--- config.mk ---
export PLATFORM = sky130hd
export DESIGN_NAME = aes_key_expander
export DESIGN_NICKNAME = d
export VERILOG_FILES = /design/src/rtl/aes_key_expander.sv
export SDC_FILE = /design/constraint.sdc
export NUM_CORES = 2
export LEC_CHECK = 0
export CELL_PAD_IN_SITES_DETAIL_PLACEMENT = 1
export CELL_PAD_IN_SITES_GLOBAL_PLACEMENT = 2
export CORE_MARGIN = 2
export CORE_UTILIZATION = 40
export CTS_CLUSTER_SIZE = 16
export DETAILED_ROUTE_END_ITERATION = 6
export MAX_ROUTING_LAYER = met4
export PLACE_DENSITY = 0.85
export SKIP_CTS_REPAIR_TIMING = 1
export SLEW_MARGIN = 10
export SYNTH_ARGS = -nofsm -noshare
export SYNTH_HDL_FRONTEND = slang
export SYNTH_HIERARCHICAL = 1
export SYNTH_SLANG_ARGS = --single-unit
--- constraint.sdc ---
create_clock -name CLK -period 4.48 [get_ports CLK]
set_input_delay 0.672 -clock CLK [delete_from_list [all_inputs] [get_ports CLK]]
set_output_delay 0.672 -clock CLK [all_outputs]
set_load 0.05 [all_outputs]
--- src/rtl/aes_key_expander.sv ---
// Iterative AES-128 key schedule: one round key per clock into an 11-entry
// register file, read back through a registered index port.

module aes_sbox (
    input  logic [7:0] x,
    output logic [7:0] s
);
    localparam logic [7:0] SBOX [256] = '{
        8'h63, 8'h7c, 8'h77, 8'h7b, 8'hf2, 8'h6b, 8'h6f, 8'hc5, 8'h30, 8'h01, 8'h67, 8'h2b, 8'hfe, 8'hd7, 8'hab, 8'h76,
        8'hca, 8'h82, 8'hc9, 8'h7d, 8'hfa, 8'h59, 8'h47, 8'hf0, 8'had, 8'hd4, 8'ha2, 8'haf, 8'h9c, 8'ha4, 8'h72, 8'hc0,
        8'hb7, 8'hfd, 8'h93, 8'h26, 8'h36, 8'h3f, 8'hf7, 8'hcc, 8'h34, 8'ha5, 8'he5, 8'hf1, 8'h71, 8'hd8, 8'h31, 8'h15,
        8'h04, 8'hc7, 8'h23, 8'hc3, 8'h18, 8'h96, 8'h05, 8'h9a, 8'h07, 8'h12, 8'h80, 8'he2, 8'heb, 8'h27, 8'hb2, 8'h75,
        8'h09, 8'h83, 8'h2c, 8'h1a, 8'h1b, 8'h6e, 8'h5a, 8'ha0, 8'h52, 8'h3b, 8'hd6, 8'hb3, 8'h29, 8'he3, 8'h2f, 8'h84,
        8'h53, 8'hd1, 8'h00, 8'hed, 8'h20, 8'hfc, 8'hb1, 8'h5b, 8'h6a, 8'hcb, 8'hbe, 8'h39, 8'h4a, 8'h4c, 8'h58, 8'hcf,
        8'hd0, 8'hef, 8'haa, 8'hfb, 8'h43, 8'h4d, 8'h33, 8'h85, 8'h45, 8'hf9, 8'h02, 8'h7f, 8'h50, 8'h3c, 8'h9f, 8'ha8,
        8'h51, 8'ha3, 8'h40, 8'h8f, 8'h92, 8'h9d, 8'h38, 8'hf5, 8'hbc, 8'hb6, 8'hda, 8'h21, 8'h10, 8'hff, 8'hf3, 8'hd2,
        8'hcd, 8'h0c, 8'h13, 8'hec, 8'h5f, 8'h97, 8'h44, 8'h17, 8'hc4, 8'ha7, 8'h7e, 8'h3d, 8'h64, 8'h5d, 8'h19, 8'h73,
        8'h60, 8'h81, 8'h4f, 8'hdc, 8'h22, 8'h2a, 8'h90, 8'h88, 8'h46, 8'hee, 8'hb8, 8'h14, 8'hde, 8'h5e, 8'h0b, 8'hdb,
        8'he0, 8'h32, 8'h3a, 8'h0a, 8'h49, 8'h06, 8'h24, 8'h5c, 8'hc2, 8'hd3, 8'hac, 8'h62, 8'h91, 8'h95, 8'he4, 8'h79,
        8'he7, 8'hc8, 8'h37, 8'h6d, 8'h8d, 8'hd5, 8'h4e, 8'ha9, 8'h6c, 8'h56, 8'hf4, 8'hea, 8'h65, 8'h7a, 8'hae, 8'h08,
        8'hba, 8'h78, 8'h25, 8'h2e, 8'h1c, 8'ha6, 8'hb4, 8'hc6, 8'he8, 8'hdd, 8'h74, 8'h1f, 8'h4b, 8'hbd, 8'h8b, 8'h8a,
        8'h70, 8'h3e, 8'hb5, 8'h66, 8'h48, 8'h03, 8'hf6, 8'h0e, 8'h61, 8'h35, 8'h57, 8'hb9, 8'h86, 8'hc1, 8'h1d, 8'h9e,
        8'he1, 8'hf8, 8'h98, 8'h11, 8'h69, 8'hd9, 8'h8e, 8'h94, 8'h9b, 8'h1e, 8'h87, 8'he9, 8'hce, 8'h55, 8'h28, 8'hdf,
        8'h8c, 8'ha1, 8'h89, 8'h0d, 8'hbf, 8'he6, 8'h42, 8'h68, 8'h41, 8'h99, 8'h2d, 8'h0f, 8'hb0, 8'h54, 8'hbb, 8'h16
    };

    assign s = SBOX[x];
endmodule

module aes_key_expander #(
    parameter bit CLR_ON_START = 1'b1
) (
    input  logic         CLK,
    input  logic         RESET,
    input  logic         START,
    input  logic [127:0] KEY,
    output logic         BUSY,
    output logic         DONE,
    input  logic [3:0]   RK_IDX,
    output logic [127:0] RK_DATA
);
    typedef enum logic [1:0] {IDLE, EXPAND, READY} state_t;

    state_t        state;
    state_t        state_nxt;
    logic          accept;
    logic [127:0]  work;
    logic [3:0]    round;
    logic [7:0]    rcon;
    logic [127:0]  rk_mem [11];

    logic [31:0]   rot;
    logic [31:0]   sub;
    logic [31:0]   t;
    logic [31:0]   n0, n1, n2, n3;
    logic [127:0]  next_rk;

    // Round function on the working key: t = SubWord(RotWord(p3)) ^ rcon
    assign rot = {work[23:0], work[31:24]};

    for (genvar i = 0; i < 4; i++) begin : g_sbox
        aes_sbox u_sbox (
            .x(rot[8*i +: 8]),
            .s(sub[8*i +: 8])
        );
    end

    assign t       = sub ^ {rcon, 24'h0};
    assign n0      = work[127:96] ^ t;
    assign n1      = work[95:64]  ^ n0;
    assign n2      = work[63:32]  ^ n1;
    assign n3      = work[31:0]   ^ n2;
    assign next_rk = {n0, n1, n2, n3};

    always_ff @(posedge CLK) begin
        if (RESET) state <= IDLE;
        else       state <= state_nxt;
    end

    always_comb begin
        state_nxt = state;
        accept    = 1'b0;
        unique case (state)
            IDLE: begin
                if (START) begin
                    accept    = 1'b1;
                    state_nxt = EXPAND;
                end
            end
            EXPAND: begin
                if (round == 4'd10) state_nxt = READY;
            end
            READY: begin
                if (START) begin
                    accept    = 1'b1;
                    state_nxt = EXPAND;
                end
            end
            default: state_nxt = IDLE;
        endcase
    end

    // Status flags lag the state by one edge so DONE rises 11 cycles after START
    always_ff @(posedge CLK) begin
        if (RESET) begin
            work    <= '0;
            round   <= '0;
            rcon    <= 8'h01;
            BUSY    <= 1'b0;
            DONE    <= 1'b0;
            RK_DATA <= '0;
            for (int i = 0; i < 11; i++) rk_mem[i] <= '0;
        end else begin
            BUSY    <= (state == EXPAND);
            DONE    <= (state == READY) && !accept;
            RK_DATA <= (RK_IDX <= 4'd10) ? rk_mem[RK_IDX] : '0;
            if (accept) begin
                rk_mem[0] <= KEY;
                work      <= KEY;
                rcon      <= 8'h01;
                round     <= 4'd1;
                if (CLR_ON_START) begin
                    for (int i = 1; i < 11; i++) rk_mem[i] <= '0;
                end
            end else if (state == EXPAND) begin
                rk_mem[round] <= next_rk;
                work          <= next_rk;
                if (round != 4'd10) begin
                    round <= round + 4'd1;
                    rcon  <= {rcon[6:0], 1'b0} ^ (rcon[7] ? 8'h1b : 8'h00);
                end
            end
        end
    end
endmodule
Yosys cells after proc, flatten, opt, wreduce, memory -nomap -nowiden --
Memories as Yosys holds them, arrays and structs flattened. A register that Yosys moved wholly into a read port is not among the register bits. Cells that the tools add are included.
Word-level totals: register bits 144, bits in writable memories 1408, memory bits (read-only) 8192, input bits 135, output and inout port bits 130, logic and storage cells 100, memories kept 5
Operators by class: add/sub/neg operators 1, magnitude comparators 5, equality and inequality tests 6, multiplexer cells 42, bitwise gates (word level) 22, reduce and logical (&&, ||, !) cells 12
Memories:
- (no name shown) | depth 256, bits a word 8, read ports 1, clocked after memory_dff 0, wr ports 0, line 27 | assign s = SBOX[x];
- (no name shown) | depth 256, bits a word 8, read ports 1, clocked after memory_dff 0, wr ports 0, line 27
- (no name shown) | depth 256, bits a word 8, read ports 1, clocked after memory_dff 0, wr ports 0, line 27
- (no name shown) | depth 256, bits a word 8, read ports 1, clocked after memory_dff 0, wr ports 0, line 27
- rk_mem | depth 11, bits a word 128, read ports 1, clocked after memory_dff 1, wr ports 11, line 50 | logic [127:0] rk_mem [11];
Operators with widths (number):
- $mux W128 | 14
- $xor A32 B32 Y32 | 5
- $reduce_or A128 Y1 | 1
- $mux W8 | 8
- $ge A9 B9 Y1 const B | 4
- $not A8 Y9 | 4
- $mux W1 | 15
- $or A1 B1 Y1 | 11
- $xor A8 B5 Y8 | 1
- $reduce_and A2 Y1 | 3
- $reduce_or A2 Y1 | 3
- $mux W5 | 1
- $add A4 B1 Y4 const B | 1
- $eq A4 B4 Y1 const B | 1
- $le A4 B4 Y1 const B | 1
- $mux W2 | 2
- $mux W4 | 1
- $ne A4 B4 Y1 const B | 1
- $pmux W2 S2 | 1
- $reduce_bool A2 Y1 | 2
- $eq A2 B1 Y1 const B | 1
- $eq A2 B2 Y1 const B | 1
- $logic_not A2 Y1 | 1
- $ne A2 B1 Y1 const B | 1
- other kinds (4) | 4

Logic depth before layout (Yosys ltp) --
word-level depth 11, mapped depth 19, depth with buffers taken out 15

Cells and area by module --
Netlist, hierarchy kept.
By module, submodules not included:
- aes_key_expander | times used 1, cells each 6163, area an instance 95208.8 um^2, seq. area each 66944.2 um^2
- aes_sbox | times used 4, cells each 507, area an instance 3179.3 um^2, seq. area each 0.0 um^2

Worst setup path before layout --
OpenSTA, ideal clock, no wires.
kind input port to flip-flop, start point input port RESET, end point memory rk_mem[3][0], enable pin, setup time 1.108 ns, data arrival time 3.705 ns, required time 3.372 ns, slack -0.333 ns, cell stages on the path 6, buffers on the path 3, cell sequence buf_2 nor2b_1 nand2_1 clkbuf_1 buf_1 nand2_1
RTL lines:
- start: declaration | line 34 | input logic RESET,
- end: declaration | line 50

Worst setup path after layout --
start point register work[9], end point register work[16]
On the way: word-level cells in the longest chain between the ends 11
RTL lines:
- start: declaration | line 47 | logic [127:0] work;
- start signal: assignment | line 127 | work <= next_rk;
- $not A8 Y9 (not written as such) | line 27
- $mem_v2 Z256 W8
- $mux W8 (not written as such) (2 in series) | line 27
- via sub[16] | line 53 | logic [31:0] sub;
- $xor A32 B32 Y32 | line 68 | assign t = sub ^ {rcon, 24'h0};
- $xor A32 B32 Y32 | line 69 | assign n0 = work[127:96] ^ t;
- via n0[16] | line 55 | logic [31:0] n0, n1, n2, n3;
- $xor A32 B32 Y32 | line 70 | assign n1 = work[95:64] ^ n0;
- via n1[16] | line 55
- $xor A32 B32 Y32 | line 71 | assign n2 = work[63:32] ^ n1;
- $xor A32 B32 Y32 | line 72 | assign n3 = work[31:0] ^ n2;
- $mux W128 | line 125 | end else if (state == EXPAND) begin
- $mux W128 | line 117 | if (accept) begin
The timed path passes the listed nets, and every way through them passes these cells. The select of a mux whose other input is x is not followed. A chain may end at the register's enable or synchronous reset.

==> qor.csv <==
stage,metric,value,unit
outcome,outcome,finished with violations,
outcome,failing checks,design-rule violations,
clock_network,CTS tree,built,
critical_path,Bufs and invs on worst path,6,
floorplanning,Initial Utilization,0.402,
run,max-cap violations,0,
floorplanning,DIE HEIGHT,523,microns
cells_and_area,# nets final,9038,
clock_network,H-tree Lvls,4,
floorplanning,Ports,265,
sta,total negative slack,0,ns
sta,Fmax achieved,0.225,GHz
sta,fin. max-slew vios,0,
synthesis,"Avg Cell Area, Syn",13.2,sq um
synthesis,sequential fraction of the synthesis area,0.620,
place,gpl congestion,0.977,
routing,routed via count,82773,
global_route,initial antenna violation count,32,
sta,Setup Skew,0.0932,ns
routing,Max Used Layer,met4,
routing,WL/cell,39.4,microns
place,Inst Count DP,12134,
power_and_ir_drop,Clk pwr share,0.171,
critical_path,WP data arrival,5.24,ns
power_and_ir_drop,Tot Pwr,122000,uW
synthesis,dominant cell type by area after synthesis,edfxtp_1,
clock_network,insertion delay to the later sink of the worst-skew pair,0.99,ns
critical_path,worst setup path end,work[16],
cells_and_area,layout cells sized above 1,0.240,
critical_path,R2R setup slack,0.03,ns
sta,Worst Max-Slew Pin Slew,1.36,ns
routing,final wirelength,498,mm
place,IO Port Bufs,264,
critical_path,worst-case reg-to-reg path depth,18,
sta,RSZ-0062 raised after global routing,true,
synthesis,"Cell Area, Synth",108000,sq um
power_and_ir_drop,Pleak,0.0470,uW
sta,final hold violations,0,
critical_path,reg2reg start,work[9],
routing,Detailed Routing Iterations Pass 1,7,
cells_and_area,"commonest cells after routing, fill and taps aside","edfxtp_1, nor2_1, buf_4",
cells_and_area,Util after Layout,0.484,
power_and_ir_drop,Seq pwr share,0.262,
hold_path,worst hold path cell count,2,
synthesis,#FFs+latches synth,2320,
floorplanning,core area,268000,sq um
clock_network,Inserted Clock Buffers,242,
power_and_ir_drop,switching share of power,0.467,
clock_network,CTS root buf,clkbuf_16,
power_and_ir_drop,P_int,64900,uW
synthesis,Post-Syn Instances,8191,
synthesis,fraction of registers with async set/reset,0,
global_route,Tot GR Track Use,0.369,
critical_path,Critical Path Source Type,register,
synthesis,Syn. warnings,6,
floorplanning,die width,523,microns
routing,DRC errors left,8,
critical_path,Worst Setup End Kind,register,
place,Post-DP HPWL,324,mm
critical_path,crit-path max cell delay,0.55,ns
global_route,pin count of the biggest net entering global routing,130,
critical_path,worst path cell trace,buf_12 > ha_2 > buf_4 > nand2_2 > nand2_1 > nor2_1 > o311ai_1 > a31oi_1 > a22o_2 > xnor2_2 > inv_2 > xnor2_4 > buf_12 > inv_4 > xnor2_4 > buf_12 > or3_1 > a31oi_1,
critical_path,"delay-heaviest family, CP",compound AO/OA/AOI/OAI gates,
cells_and_area,"commonest non-fill, non-tap cell in the layout",edfxtp_1,
power_and_ir_drop,worst ir drop on vdd,0.000622,V
routing,antenna-violating nets left,0,
critical_path,Critical Path Source,work[9],
global_route,grt ovf,0,
synthesis,Netlist cell types,86,
routing,Routed met1 length,187,mm
power_and_ir_drop,Comb power frac,0.567,
clock_network,clock-pin transition on the worst setup and hold timing paths,0.07,ns
floorplanning,standard-cell rows,190,
routing,DR vias/cell,6.55,
clock_network,Max Root-Sink Buffers,4,
sta,Tmin final,4.45,ns
global_route,vias in the first global route,85349,
synthesis,number of synthesized flops with an enable pin,2048,
critical_path,Crit Path Max Fanout,20,
critical_path,Worst Path Required,5.27,ns
synthesis,Syn Nets,8390,
clock_network,CTS Sinks,2320,
critical_path,Crit path depth,18,
cells_and_area,Synth-to-Final Area Change,20.2,%
critical_path,"most used cell, CP",buf_12,
floorplanning,DIE AREA,274000,sq um
critical_path,worst r2r dst,work[16],
cells_and_area,Non-Filler Instances,12634,
routing,met2 wire len,228,mm
sta,"Setup violations, final",0,
synthesis,post-synth top area share,0.570,
synthesis,Synth Flop Type,edfxtp_1,
sta,relative slew slack,0.0906,
sta,fin crit share,0.994,
power_and_ir_drop,power per cell area,940,nW/um^2
hold_path,hold crit path type,input port to register,
critical_path,WS Path Type,register to register,
critical_path,"Slowest-stage cell, CP",a31oi_1,
routing,DR iter-0 viols,12308,
global_route,global-route wire length before repair,687,mm
routing,metal3 WL,52.7,mm
power_and_ir_drop,net load switching power,57000,uW
synthesis,top post-synthesis cells by area,"edfxtp_1, mux4_2, nor2_1, dfxtp_1, a22oi_1",
-- worst register-to-register path, delay by kind of cell, from the launching register on --
family / cells / cell delay, ns
flops: 1 / 0.40
buf+inv: 6 / 0.91
compound gates: 4 / 1.47
simple gates: 4 / 0.61
xor+xnor: 3 / 0.61
fa+ha+maj: 1 / 0.30
-- metrics by stage --
stage / cell area [sq um] / hold WS [ns] / setup slack, ns
finish: 130000 / 0.117 / 0.0258
global route: 130000 / 0.112 / -0.0557
CTS: 129000 / 0.0790 / -0.749
detailed placement: 121000 / 0.497 / -0.598
global placement: 121000 / 0.481 / -0.775
floorplan: 108000 / 0.462 / -0.274
-- power by group through the flow --
stage	Clock (uW)	Sequential (uW)	Combinational, uW
2_1_floorplan	0	31600	30100
3_3_place_gp	0	32100	63200
3_5_place_dp	0	32300	64700
4_1_cts	20900	31900	65300
5_1_grt	21700	32100	71300
6_report	20800	32000	69100
-- per-layer routing --
layer	up-vias	global-route usage
met5	-	-
met4	0	0.198
met3	1239	0.0757
met2	5923	0.556
met1	43225	0.469
li1	32386	-
-- sequential cells by signal, indices dropped and copies added (netlist names) --
| name | cells |
|---|---|
| rcon | 8 |
| rk_mem | 2048 |
| RK_DATA | 128 |
| work | 128 |
| DONE | 1 |
| round | 4 |
| BUSY | 1 |
| state | 2 |
-- synthesized netlist by cell type (40+ instances only) --
master and instances:
a211oi_1 67, a21oi_1 319, a221oi_1 95, a22oi_1 256
a311oi_1 40, a31oi_1 65, buf_1 51, buf_2 198
clkbuf_1 486, dfxtp_1 272, edfxtp_1 2048, ha_1 64
inv_1 128, mux4_2 520, nand2_1 331, nand2b_1 63
nand3_1 105, nor2_1 1564, nor2b_1 81, nor3_1 137
o211ai_1 89, o21ai_0 343, o21ai_1 81, xnor2_1 46
-- worst min-delay path by stage --
| stage | start | end | slack (ns) |
|---|---|---|---|
| 3_3_place_gp | rcon[4] | rcon[5] | 0.48 |
| 2_1_floorplan | rcon[6] | rcon[7] | 0.46 |
| 5_1_grt | RESET | work[109] | 0.11 |
| 6_report | RESET | work[109] | 0.12 |
| 4_1_cts | RESET | work[114] | 0.08 |
| 3_5_place_dp | rcon[4] | rcon[5] | 0.50 |
-- final cells by class --
| class | instances | area, sq um |
|---|---|---|
| Fill cell | 26728 | 138000 |
| Tap cell | 3552 | 4440 |
| Antenna cell | 31 | 77.6 |
| Timing Repair Buffer | 1200 | 11700 |
| Sequential cell | 2320 | 67000 |
| Clock buffer | 316 | 6510 |
| Multi-Input combinational cell | 4897 | 37700 |
| Clock inverter | 140 | 1550 |
| Inverter | 178 | 734 |
-- cell families (layout without fill, tap and decap cells) --
kind of cell	Yosys count	count (layout)	synth area share
and+or+nand+nor	2469	2469	0.0978
DFF	2320	2320	0.620
AOI/OAI and AO/OA	1663	1663	0.103
buffers and inverters	974	1834	0.0396
muxes	548	548	0.111
xor gates and xnor gates	153	153	0.0203
adders and majority gates	64	64	0.00742
other	0	31	0
No activity file was read; power rests on OpenSTA's default activity.
